**src/rtl/cmp_pkg.sv**
```systemverilog
// Shared encodings and helpers for the serial magnitude comparator and its 2-bit slice comparator.
// Result codes are one-hot: exactly one of GT/LT/EQ is set in any legal result.
package cmp_pkg;

    localparam logic [2:0] CMP_GT = 3'b100;
    localparam logic [2:0] CMP_LT = 3'b010;
    localparam logic [2:0] CMP_EQ = 3'b001;

    typedef enum logic [1:0] {
        IDLE = 2'd0,
        SCAN = 2'd1,
        DONE = 2'd2
    } state_t;

    function automatic logic onehot3(input logic [2:0] v);
        return (v == CMP_GT) || (v == CMP_LT) || (v == CMP_EQ);
    endfunction

endpackage

```
**src/rtl/serial_mag_compare.sv**
```systemverilog
// Multi-cycle WIDTH-bit magnitude compare, fed MSB slice first through an external 2-bit comparator.
// Latency: k scan cycles (first unequal slice, or NSLICE) plus one cycle before out_valid rises.
// Backpressure: one pair in flight; result held until out_ready, next pair only after that handshake.
module serial_mag_compare
    import cmp_pkg::*;
#(
    parameter int WIDTH      = 8,
    parameter bit EARLY_EXIT = 1'b1
) (
    input  logic             clk,
    input  logic             rst_n,
    input  logic             in_valid,
    output logic             in_ready,
    input  logic [WIDTH-1:0] in_a,
    input  logic [WIDTH-1:0] in_b,
    output logic [1:0]       slice_a,
    output logic [1:0]       slice_b,
    input  logic [2:0]       slice_res,
    output logic             out_valid,
    input  logic             out_ready,
    output logic [2:0]       out_res,
    output logic             err
);

    localparam int NSLICE = WIDTH / 2;
    localparam int IDXW   = (NSLICE > 1) ? $clog2(NSLICE) : 1;
    localparam logic [IDXW-1:0] IDX_TOP = IDXW'(NSLICE - 1);

    state_t            state_q, state_d;
    logic [WIDTH-1:0]  a_reg, b_reg;
    logic [WIDTH-1:0]  a_sh, b_sh;
    logic [IDXW-1:0]   idx;
    logic [2:0]        res_reg;
    logic              found;
    logic              err_q;
    logic              out_valid_q;

    logic              sr_ok;
    logic              sr_neq;
    logic              last;
    logic              out_fire;

    assign sr_ok    = onehot3(slice_res);
    assign sr_neq   = sr_ok && (slice_res != CMP_EQ);
    assign last     = (idx == '0);
    assign out_fire = out_valid_q && out_ready;

    assign a_sh = a_reg >> {idx, 1'b0};
    assign b_sh = b_reg >> {idx, 1'b0};

    assign out_valid = out_valid_q;
    assign out_res   = res_reg;
    assign err       = err_q;

    always_ff @(posedge clk or negedge rst_n) begin
        if (!rst_n) begin
            state_q <= IDLE;
        end else begin
            state_q <= state_d;
        end
    end

    always_comb begin
        state_d  = state_q;
        in_ready = 1'b0;
        slice_a  = 2'b00;
        slice_b  = 2'b00;
        case (state_q)
            IDLE: begin
                in_ready = 1'b1;
                if (in_valid) begin
                    state_d = SCAN;
                end
            end
            SCAN: begin
                slice_a = a_sh[1:0];
                slice_b = b_sh[1:0];
                if ((EARLY_EXIT && sr_neq) || last) begin
                    state_d = DONE;
                end
            end
            DONE: begin
                if (out_fire) begin
                    state_d = IDLE;
                end
            end
            default: state_d = IDLE;
        endcase
    end

    // A malformed slice result only raises err; the slice is scored as equal.
    always_ff @(posedge clk or negedge rst_n) begin
        if (!rst_n) begin
            a_reg       <= '0;
            b_reg       <= '0;
            idx         <= '0;
            res_reg     <= 3'b000;
            found       <= 1'b0;
            err_q       <= 1'b0;
            out_valid_q <= 1'b0;
        end else begin
            case (state_q)
                IDLE: begin
                    if (in_valid) begin
                        a_reg <= in_a;
                        b_reg <= in_b;
                        idx   <= IDX_TOP;
                        found <= 1'b0;
                    end
                end
                SCAN: begin
                    if (!sr_ok) begin
                        err_q <= 1'b1;
                    end
                    if (sr_neq && !found) begin
                        res_reg <= slice_res;
                        found   <= 1'b1;
                    end
                    if (last && !found && !sr_neq) begin
                        res_reg <= CMP_EQ;
                    end
                    if (!last) begin
                        idx <= idx - 1'b1;
                    end
                end
                DONE: begin
                    // out_valid rises on the cycle after DONE is entered.
                    out_valid_q <= out_valid_q ? !out_ready : 1'b1;
                end
                default: ;
            endcase
        end
    end

endmodule
```
**config.mk**
```make
export PLATFORM = sky130hd
export DESIGN_NAME = serial_mag_compare
export DESIGN_NICKNAME = d
export VERILOG_FILES = /design/src/rtl/cmp_pkg.sv /design/src/rtl/serial_mag_compare.sv
export SDC_FILE = /design/constraint.sdc
export NUM_CORES = 1
export LEC_CHECK = 0
export BUFFER_PORTS_ARGS = -buffer_cell sky130_fd_sc_hd__buf_2
export CAP_MARGIN = 20
export CORE_MARGIN = 8
export CORE_UTILIZATION = 55
export DETAILED_ROUTE_END_ITERATION = 7
export PLACE_DENSITY = 0.93
export SYNTH_ARGS = -nofsm -noshare
export SYNTH_HDL_FRONTEND = slang
export SYNTH_SLANG_ARGS = --single-unit
```
**constraint.sdc**
```tcl
create_clock -name clk -period 3.09 [get_ports clk]
set_clock_uncertainty 0.05 [all_clocks]
set_input_delay 0.7725 -clock clk [delete_from_list [all_inputs] [get_ports clk]]
set_output_delay 0.7725 -clock clk [all_outputs]
set_load 0.02 [all_outputs]
```
======== After elaboration in Yosys (flattened, before gate mapping) ========
Cells that the tools add are included.
cells by class
  $add $sub $neg .......................... 1
  eq/ne operators ......................... 11
  shifts and indexed selects .............. 2
  mux-type cells .......................... 16
  bitwise operators ....................... 1
  reduce and logical (&&, ||, !) cells .... 21
operators with widths
  kind                                                                    count
  8-bit by 3-bit right shift with 2-bit output                            2
  2-bit two-way mux                                                       7
  2-bit != test (second input constant)                                   5
  3-bit AND reduction                                                     3
  3-bit two-way mux                                                       2
  2-bit one-hot mux with 3 select lines                                   1
  2-bit AND reduction                                                     3
  1-bit logical AND                                                       5
  2-bit zero test                                                         2
  1-bit two-way mux                                                       4
  2-bit one-hot mux with 2 select lines                                   1
  2-bit nonzero test                                                      2
  3-bit by 1-bit equality test with 1-bit output (second input constant)  1
  3-bit by 2-bit equality test with 1-bit output (second input constant)  1
  3-bit equality test (second input constant)                             1
  1-bit zero test                                                         3
  1-bit logical OR                                                        3
  3-bit by 1-bit != test with 1-bit output (second input constant)        1
  2-bit by 1-bit equality test with 1-bit output (second input constant)  1
  2-bit equality test (second input constant)                             1
  1-bit one-hot mux with 2 select lines                                   1
  2-bit by 1-bit subtractor with 2-bit output (second input constant)     1
  1-bit inverter                                                          1
storage, ports and cells
  register bits ........................... 26
  input port bits ......................... 23
  output and inout port bits .............. 10

======== Longest topological paths before layout ========
Gate-level depths: netlist (run 1).
  word-level depth ........................ 8
  mapped depth ............................ 6
  mapped depth without buffers ............ 5

======== Least setup slack after synthesis (run 1) ========
OpenSTA, ideal clock, no wires.
  path type ............................... reg-to-output
  start ................................... register idx[0]
  end ..................................... output slice_a[0]
  arrival ................................. 1.209 ns
  data required time ...................... 2.267 ns
  path slack .............................. 1.059 ns
  stages on the path, launching flop included .. 4
  path buffers ............................ 1
  cell sequence ........................... dfrtp_1 buf_2 mux4_2 and2b_1
between the ends
  word-level cells in the longest chain between the ends .. 2
RTL lines
  item                                          line                       RTL
  from (decl)                                   serial_mag_compare.sv:32   logic [IDXW-1:0] idx;
  from (signal assigned)                        serial_mag_compare.sv:123  idx <= idx - 1'b1;
  8-bit by 3-bit right shift with 2-bit output  serial_mag_compare.sv:48   assign a_sh = a_reg >> {idx, 1'b0};
  2-bit two-way mux                             serial_mag_compare.sv:68   case (state_q)
  to (decl)                                     serial_mag_compare.sv:16   output logic [1:0] slice_a,
Every way passes these cells.

======== Worst setup path in the final report (run 1) ========
  start ................................... register idx[0]
  end ..................................... output slice_b[1]
between the ends
  word-level cells in the longest chain between the ends .. 2
RTL lines
  item                                          line                      RTL
  8-bit by 3-bit right shift with 2-bit output  serial_mag_compare.sv:49  assign b_sh = b_reg >> {idx, 1'b0};
  2-bit two-way mux                             serial_mag_compare.sv:68
  to (decl)                                     serial_mag_compare.sv:17  output logic [1:0] slice_b,
Every way passes these cells.

==> flow_metrics.py, run 1 <==
metrics = {
    "global_routing": {
        "use_met1_pct": 15.3,
        "grt_max_degree": 27,
        "grt_antenna_before_repair": 0,
        "met2_usage_pct": 22.0,
        "grt_pass1_vias": 956,
        "overflow": 0,
        "top_usage_layer": "met2",
        "grt_use_total_pct": 13.2,
        "grt_util_met3_pct": 5.92,
        "grt_pass1_wl_um": 4410,
    },
    "clocking": {
        "cts_setup_buffers": 0,
        "clkSlewWorstSetupHoldPaths_ns": 0.13,
        "clock_path_buffers": 2,
        "cts_buffers": 3,
        "tritoncts": "yes",
        "cts_resized": 0,
        "cts.sinks": 26,
        "cts.htree.levels": 1,
        "insertion_delay_ns": 0.32,
        "holdBufCountCts": 0,
        "root_buffer": "clkbuf_4",
    },
    "die": {
        "rows": 17,
        "fp.dieArea_um2": 4150,
        "core_um2": 2210,
        "die_h_um": 64.4,
        "dieWidth_um": 64.4,
        "pin_count": 33,
        "start_util_pct": 58.3,
    },
    "finish": {
        "area_growth_syn_to_layout_pct": 13.8,
        "final_cell_mix": "32 x buf_2, 26 x dfrtp_1, 10 x mux2_4",
        "instances_no_fill": 155,
        "drive_gt1_share_pct": 47.2,
        "fin_nets": 153,
        "fin_util_pct": 66.3,
        "design_area_um2": 1470,
        "final_common_cell": "buf_2",
        "diodes": 0,
    },
    "yosys": {
        "seq_area_frac_synth_pct": 50.5,
        "ys.flop_type": "dfrtp_1",
        "synth_top_area_cell": "dfrtp_1",
        "yosysWarnings": 0,
        "yosysUniqueCellTypes": 33,
        "syn-num-nets": 120,
        "synthCells": 96,
        "synth.top_cell.area_share_pct": 50.5,
        "async_flop_share_pct": 100,
        "ys_ff_latch": 26,
        "syn_area_um2": 1290,
        "synth.area.top_cells": "dfrtp_1 50%, mux2_4 12%, mux4_2 7.0%, mux2_2 6.1%, nor2_1 2.0%",
        "syn_avg_cell_area_um2": 13.4,
        "synth-edff-count": 0,
    },
    "placement": {
        "hpwl_um": 2050,
        "place.gp.congestion": 0.805,
        "io_buffers": 32,
        "dp.cells": 152,
        "place_area_um2": 1440,
    },
    "setup_path": {
        "crit_arrival_ns": 1.78,
        "worst_setup_path_start_kind": "flip-flop",
        "worst-setup-path-type": "reg -> out",
        "critPathCaptureType": "output pin",
        "crit_fanout": 7,
        "cp.required_ns": 2.27,
    },
    "route": {
        "ant_nets": 0,
        "firstDrtPassIters": 4,
        "drt_iter0_markers": 42,
        "drt-wirelength-per-cell_um": 17.0,
        "routed_wl_um": 2640,
        "vias": 854,
        "drc": 0,
        "vias_per_cell": 5.51,
    },
    "pwr": {
        "peakVddDrop_mv": 0.700,
        "power_density_nw_per_um2": 988,
        "leakagePower_nw": 0.701,
    },
    "sta": {
        "rsz0062_at_grt": "no",
        "fin_tns_setup_ns": 0,
        "drv_slew": 0,
        "max_freq_mhz": 384,
        "worst_slew_pin_slew_ns": 0.570,
        "whs_ns": 0.370,
        "finalSetupViolCount": 0,
        "slew_headroom_pct": 62.0,
        "period_share_pct": 84.2,
        "hold_viol": 0,
        "fin_crit_ns": 2.60,
    },
    "run": {
        "drv_cap": 0,
    },
    "worst_hold_path": {
        "hold_path_class": "in -> async",
    },
    "outcome": {
        "status": "finished, final reports clean",
    },
}
==> critical path: stages, from the launching register on <==
cell	delay, ns
dfrtp_1	0.58
mux4_2	0.56
nor2b_1	0.14
buf_2	0.17
==> per-layer routing <==
layer	routed length [um]	up-vias
li1	-	410
met1	1130	404
met2	1250	38
met3	246	2
met4	9	0
met5	0	-
==> final timing paths <==
check                      cells after the start                from  slack [ns]                     to
min in group clk                               1     err$_DFFE_PN0P_        0.45        err$_DFFE_PN0P_
max                                            3  idx[0]$_DFFE_PN0P_        0.49             slice_b[1]
min                                            1               rst_n        0.37  out_valid$_DFFE_PN0P_
max in group asynchronous                      1               rst_n        2.24   b_reg[6]$_DFFE_PN0P_
max reg2reg                                    5  idx[0]$_DFFE_PN0P_        1.51     idx[0]$_DFFE_PN0P_
min reg2reg                                    1     err$_DFFE_PN0P_        0.45        err$_DFFE_PN0P_
==> synth_stat cells, drive strengths merged, types with 2 or more instances <==
cell type	instances
a21oi	2
a22o	2
a2bb2oi	2
and2b	2
buf	3
dfrtp	26
inv	5
mux2	17
mux4	4
nand2	2
nand2b	2
nand3	2
nor2	8
nor2b	2
o21ai	3
==> metrics by stage <==
step           setup WS, ns  power, mW
6_report              0.487       1.45
5_1_grt               0.388       1.54
4_1_cts               0.465       1.46
3_5_place_dp          0.844       1.32
3_3_place_gp          0.892       1.27
2_1_floorplan          1.06       1.16
==> power breakdown <==
part           leakage, nW  switching [mW]  internal [mW]
clock               0.0138          0.0961         0.0457
combinational        0.388           0.297          0.385
sequential           0.299           0.129          0.495
total                0.701           0.523          0.926
==> cell families (layout without fill, tap and decap cells) <==
| family | count (synthesis) | count (layout) | share of synthesized area (%) |
|---|---|---|---|
| DFF | 26 | 26 | 50.5 |
| and+or+nand+nor | 22 | 22 | 9.61 |
| muxes | 21 | 21 | 24.8 |
| AOI/OAI and AO/OA | 16 | 16 | 8.93 |
| buffers and inverters | 9 | 40 | 4.56 |
| adders and majority gates | 1 | 1 | 0.971 |
| xor gates and xnor gates | 1 | 1 | 0.680 |
==> area by class of cell <==
cell class | count | area (um^2)
Clock buffer | 3 | 22.5
Fill cell | 175 | 746
Inverter | 5 | 18.8
Multi-Input combinational cell | 61 | 579
Sequential cell | 26 | 651
Tap cell | 28 | 35.0
Timing Repair Buffer | 32 | 160
No activity file was read; power rests on OpenSTA's default activity.
==> inputs of run 2 (changes only) <==
--- a/config.mk
+++ b/config.mk
@@ -8,9 +8,9 @@
 export BUFFER_PORTS_ARGS = -buffer_cell sky130_fd_sc_hd__buf_2
 export CAP_MARGIN = 20
 export CORE_MARGIN = 8
-export CORE_UTILIZATION = 55
+export CORE_UTILIZATION = 51
 export DETAILED_ROUTE_END_ITERATION = 7
-export PLACE_DENSITY = 0.93
+export PLACE_DENSITY = 0.88
 export SYNTH_ARGS = -nofsm -noshare
 export SYNTH_HDL_FRONTEND = slang
 export SYNTH_SLANG_ARGS = --single-unit
==> constraint.sdc (replaced) <==
create_clock -name clk -period 2.7 [get_ports clk]
set_clock_uncertainty 0.05 [all_clocks]
set_input_delay 0.675 -clock clk [delete_from_list [all_inputs] [get_ports clk]]
set_output_delay 0.675 -clock clk [all_outputs]
set_load 0.02 [all_outputs]
==> flow_metrics.py, run 2 (synthesized netlist as in run 1, its figures left out) <==
metrics = {
    "clocking": {
        "cts.htree.levels": 1,
        "tritoncts": "yes",
        "insertion_delay_ns": 0.33,
        "cts.sinks": 26,
        "holdBufCountCts": 0,
        "root_buffer": "clkbuf_4",
        "clock_path_buffers": 2,
        "cts_setup_buffers": 0,
        "cts_buffers": 3,
        "clkSlewWorstSetupHoldPaths_ns": 0.14,
        "cts_resized": 0,
    },
    "route": {
        "routed_wl_um": 2670,
        "vias_per_cell": 5.54,
        "drt_iter0_markers": 79,
        "drc": 0,
        "firstDrtPassIters": 4,
        "drt-wirelength-per-cell_um": 16.9,
        "ant_nets": 0,
        "vias": 876,
    },
    "sta": {
        "fin_tns_setup_ns": 0,
        "whs_ns": 0.260,
        "drv_slew": 0,
        "finalSetupViolCount": 0,
        "hold_viol": 0,
        "timing.final.ws_setup_ns": 0.213,
        "slew_headroom_pct": 63.2,
        "rsz0062_at_grt": "no",
        "worst_slew_pin_slew_ns": 0.553,
        "max_freq_mhz": 402,
        "fin_crit_ns": 2.49,
        "period_share_pct": 92.1,
    },
    "global_routing": {
        "grt_pass1_wl_um": 4550,
        "grt_antenna_before_repair": 0,
        "overflow": 0,
        "grt_max_degree": 27,
        "grt_pass1_vias": 977,
        "grt_use_total_pct": 13.5,
    },
    "setup_path": {
        "worst-setup-path-type": "reg -> out",
        "critPathCaptureType": "output pin",
        "crit_arrival_ns": 1.76,
        "crit_fanout": 7,
        "cp_cell_sequence": "mux4_2 > and2b_1 > buf_2",
        "worst_setup_path_start_kind": "flip-flop",
        "worst-path-buf-inv": 1,
        "critPathTopFamily": "flip-flops",
        "slowest_delay_ns": 0.58,
        "critPathSlowestCell": "dfrtp_1",
        "cp.required_ns": 1.98,
    },
    "placement": {
        "io_buffers": 32,
        "dp.cells": 154,
        "pre_cts_ws_ns": 0.562,
        "place_area_um2": 1450,
        "place.gp.congestion": 0.801,
        "hpwl_um": 2020,
    },
    "finish": {
        "diodes": 0,
        "final_cell_mix": "32 x buf_2, 26 x dfrtp_1, 10 x mux2_4",
        "drive_gt1_share_pct": 47.7,
        "area_growth_syn_to_layout_pct": 15.0,
        "instances_no_fill": 158,
        "final_common_cell": "buf_2",
        "fin_util_pct": 61.0,
        "design_area_um2": 1480,
        "fin_nets": 153,
    },
    "worst_hold_path": {
        "hold_path_class": "in -> async",
    },
    "run": {
        "drv_cap": 0,
    },
    "die": {
        "core_um2": 2430,
        "fp.dieArea_um2": 4390,
        "pin_count": 33,
        "die_h_um": 66.3,
        "rows": 18,
        "dieWidth_um": 66.3,
        "start_util_pct": 53.0,
    },
    "pwr": {
        "power_density_nw_per_um2": 1140,
        "peakVddDrop_mv": 0.626,
        "leakagePower_nw": 0.708,
        "power.total_mw": 1.69,
    },
    "outcome": {
        "status": "finished, final reports clean",
    },
}
## run 2: cell count changes in the layout (fill, tap and decap cells not counted)
cell,change
clkbuf_8,+1
## run 2: power by group
part | switching (mW) | internal, mW | leakage [nW]
combinational | 0.334 | 0.440 | 0.388
sequential | 0.148 | 0.566 | 0.299
clock | 0.116 | 0.0826 | 0.0210
## run 2: path summary, 6_finish.rpt
| kind | cells past startpoint | end | slack [ns] | from |
|---|---|---|---|---|
| setup / recovery | 3 | slice_a[1] | 0.21 | idx[0]$_DFFE_PN0P_ |
| hold / removal | 1 | state_q[1]$_DFFE_PN0P_ | 0.26 | rst_n |
| setup reg to reg | 5 | idx[0]$_DFFE_PN0P_ | 1.11 | idx[0]$_DFFE_PN0P_ |
| hold reg to reg | 1 | err$_DFFE_PN0P_ | 0.45 | err$_DFFE_PN0P_ |
| max in group asynchronous | 1 | b_reg[3]$_DFFE_PN0P_ | 1.97 | rst_n |
| min in group clk | 1 | err$_DFFE_PN0P_ | 0.45 | err$_DFFE_PN0P_ |
## run 2: final cells by class
class | instances | area (um^2)
Sequential cell | 26 | 651
Multi-Input combinational cell | 61 | 579
Clock buffer | 4 | 36.3
Timing Repair Buffer | 32 | 160
Inverter | 5 | 18.8
Tap cell | 30 | 37.5
Fill cell | 199 | 950
## run 2: layer usage
| metal | vias up | wire, um | track usage, % |
|---|---|---|---|
| met5 | - | 0 | 0 |
| met4 | 0 | 36 | 6.40 |
| met3 | 4 | 212 | 4.58 |
| met2 | 28 | 1290 | 21.4 |
| met1 | 438 | 1130 | 16.2 |
| li1 | 406 | - | - |
==> inputs of run 3 (changes only) <==
--- a/config.mk
+++ b/config.mk
@@ -5,12 +5,13 @@
 export SDC_FILE = /design/constraint.sdc
 export NUM_CORES = 1
 export LEC_CHECK = 0
+export ABC_AREA = 1
 export BUFFER_PORTS_ARGS = -buffer_cell sky130_fd_sc_hd__buf_2
 export CAP_MARGIN = 20
 export CORE_MARGIN = 8
 export CORE_UTILIZATION = 51
 export DETAILED_ROUTE_END_ITERATION = 7
-export PLACE_DENSITY = 0.88
+export PLACE_DENSITY = 0.89
 export SYNTH_ARGS = -nofsm -noshare
 export SYNTH_HDL_FRONTEND = slang
 export SYNTH_SLANG_ARGS = --single-unit
==> flow_metrics.py, run 3 <==
metrics = {
    "outcome": {
        "status": "finished, final reports clean",
    },
    "yosys": {
        "synth.area.top_cells": "dfrtp_1 53%, nand2_1 20%, nor2_1 6.1%, o21ai_0 4.5%, a21oi_1 2.8%",
        "syn_area_um2": 1230,
        "seq_area_frac_synth_pct": 52.7,
        "yosysWarnings": 0,
        "ys_ff_latch": 26,
        "yosysUniqueCellTypes": 19,
        "synth_most_common_cell": "nand2_1",
        "synth_top_area_cell": "dfrtp_1",
        "async_flop_share_pct": 100,
        "synth.top_cell.area_share_pct": 52.7,
        "ys.flop_type": "dfrtp_1",
        "synth-edff-count": 0,
        "synthCells": 158,
        "syn_avg_cell_area_um2": 7.82,
        "syn-num-nets": 182,
        "synth_common_cells": "67 x nand2_1, 26 x dfrtp_1, 20 x nor2_1, 11 x o21ai_0, 9 x inv_1",
    },
    "pwr": {
        "power.internal_uw": 948,
        "p_seq_share_pct": 42.9,
        "comb_power_share_pct": 41.1,
        "power_density_nw_per_um2": 1110,
        "peakVddDrop_mv": 0.783,
        "swShare_pct": 41.0,
        "clock_power_share_pct": 16.0,
        "leakagePower_nw": 0.819,
        "power.switching_uw": 659,
        "power.total_mw": 1.61,
    },
    "clocking": {
        "root_buffer": "clkbuf_4",
        "holdBufCountCts": 0,
        "insertion_delay_ns": 0.32,
        "cts_setup_buffers": 0,
        "cts.sinks": 26,
        "tritoncts": "yes",
        "cts.htree.levels": 1,
        "clock_path_buffers": 2,
        "cts_buffers": 3,
        "cts_resized": 0,
        "clkSlewWorstSetupHoldPaths_ns": 0.13,
    },
    "finish": {
        "fill_cells": 234,
        "fin_nets": 215,
        "final_common_cell": "nand2_1",
        "final_cell_mix": "67 x nand2_1, 32 x buf_2, 26 x dfrtp_1",
        "seq_area_um2": 651,
        "multi_input_area_um2": 512,
        "diodes": 0,
        "fin_util_pct": 60.7,
        "area_growth_syn_to_layout_pct": 17.4,
        "drive_gt1_share_pct": 22.6,
    },
    "route": {
        "drc": 0,
        "vias": 1101,
        "drt_iter0_markers": 59,
        "vias_per_cell": 5.00,
        "routed_wl_um": 2650,
        "firstDrtPassIters": 4,
        "ant_nets": 0,
        "drt-wirelength-per-cell_um": 12.0,
    },
    "global_routing": {
        "met2_usage_pct": 23.2,
        "use_met1_pct": 13.4,
        "grt_pass1_vias": 1054,
        "grt_use_total_pct": 12.7,
        "grt_pass1_wl_um": 4370,
        "top_usage_layer": "met2",
        "grt_max_degree": 27,
        "grt_antenna_before_repair": 0,
        "grt_util_met3_pct": 4.25,
        "overflow": 0,
    },
    "setup_path": {
        "cp.required_ns": 1.98,
        "worst-setup-path-type": "reg -> out",
        "crit_arrival_ns": 1.49,
        "worst_setup_path_start_kind": "flip-flop",
        "crit_fanout": 11,
        "critPathCaptureType": "output pin",
    },
    "run": {
        "drv_cap": 0,
    },
    "sta": {
        "period_share_pct": 82.2,
        "worst_slew_pin_slew_ns": 0.553,
        "finalSetupViolCount": 0,
        "fin_crit_ns": 2.22,
        "timing.final.ws_setup_ns": 0.480,
        "fin_tns_setup_ns": 0,
        "max_freq_mhz": 451,
        "rsz0062_at_grt": "no",
        "drv_slew": 0,
        "hold_viol": 0,
        "slew_headroom_pct": 63.2,
    },
    "die": {
        "pin_count": 33,
        "die_h_um": 65.2,
        "start_util_pct": 51.7,
        "rows": 18,
        "fp.dieArea_um2": 4250,
        "core_um2": 2390,
        "dieWidth_um": 65.2,
    },
    "placement": {
        "hpwl_um": 2040,
        "io_buffers": 32,
        "pre_cts_ws_ns": 0.844,
        "place.gp.congestion": 0.811,
    },
    "worst_hold_path": {
        "hold_path_class": "in -> async",
    },
}
-- run 3: worst paths after layout --
| kind | start | to | slack [ns] | cells past startpoint |
|---|---|---|---|---|
| setup / recovery | idx[0]$_DFFE_PN0P_ | slice_a[0] | 0.48 | 4 |
| min in group clk | err$_DFFE_PN0P_ | err$_DFFE_PN0P_ | 0.44 | 1 |
| hold reg to reg | err$_DFFE_PN0P_ | err$_DFFE_PN0P_ | 0.44 | 1 |
| max in group asynchronous | rst_n | a_reg[0]$_DFFE_PN0P_ | 1.96 | 1 |
| hold / removal | rst_n | a_reg[2]$_DFFE_PN0P_ | 0.27 | 1 |
| setup reg to reg | idx[0]$_DFFE_PN0P_ | out_res[1]$_DFFE_PN0P_ | 1.05 | 7 |
-- run 3: through the flow --
stage / cells / cell area, um^2 / hold slack, ns
after floorplan: 158 / 1230 / 0.329
after global placement: 216 / 1400 / 0.404
after detailed placement: 216 / 1400 / 0.411
after CTS: 220 / 1450 / 0.276
after global routing: 220 / 1450 / 0.280
final: 220 / 1450 / 0.272
-- run 3: cell type report --
cell class | count | area share [%]
inverter | 10 | 2.59
multi-input combinational | 118 | 35.3
timing repair buffer | 32 | 11.0
clock inverter | 1 | 2.07
sequential | 26 | 44.9
tap | 30 | 2.59
clock buffer | 3 | 1.55
-- run 3: layer usage --
metal | part of all wire (%) | up-vias
met4 | 1.2 | 0
li1 | - | 558
met1 | 41 | 519
met5 | 0 | -
met3 | 5.4 | 2
met2 | 52 | 22
-- run 3: power groups by stage --
stage                     Combinational, mW  Clock (mW)  Sequential (mW)
final                                 0.660       0.258            0.689
after global routing                  0.755       0.287            0.713
after CTS                             0.673       0.266            0.688
after detailed placement              0.668           0            0.694
after global placement                0.647           0            0.692
after floorplan                       0.497           0            0.688
-- run 3: critical path: stages, from the launching register on --
cell	delay, ns
dfrtp_1	0.54
inv_1	0.19
o21ai_0	0.21
a21oi_1	0.08
buf_2	0.16
-- run 3: logic make-up after synthesis --
logic type | share of synthesized area [%]
compound gates | 10.0
fa+ha+maj | 1.01
buf+inv | 5.88
flops | 52.7
simple gates | 30.4
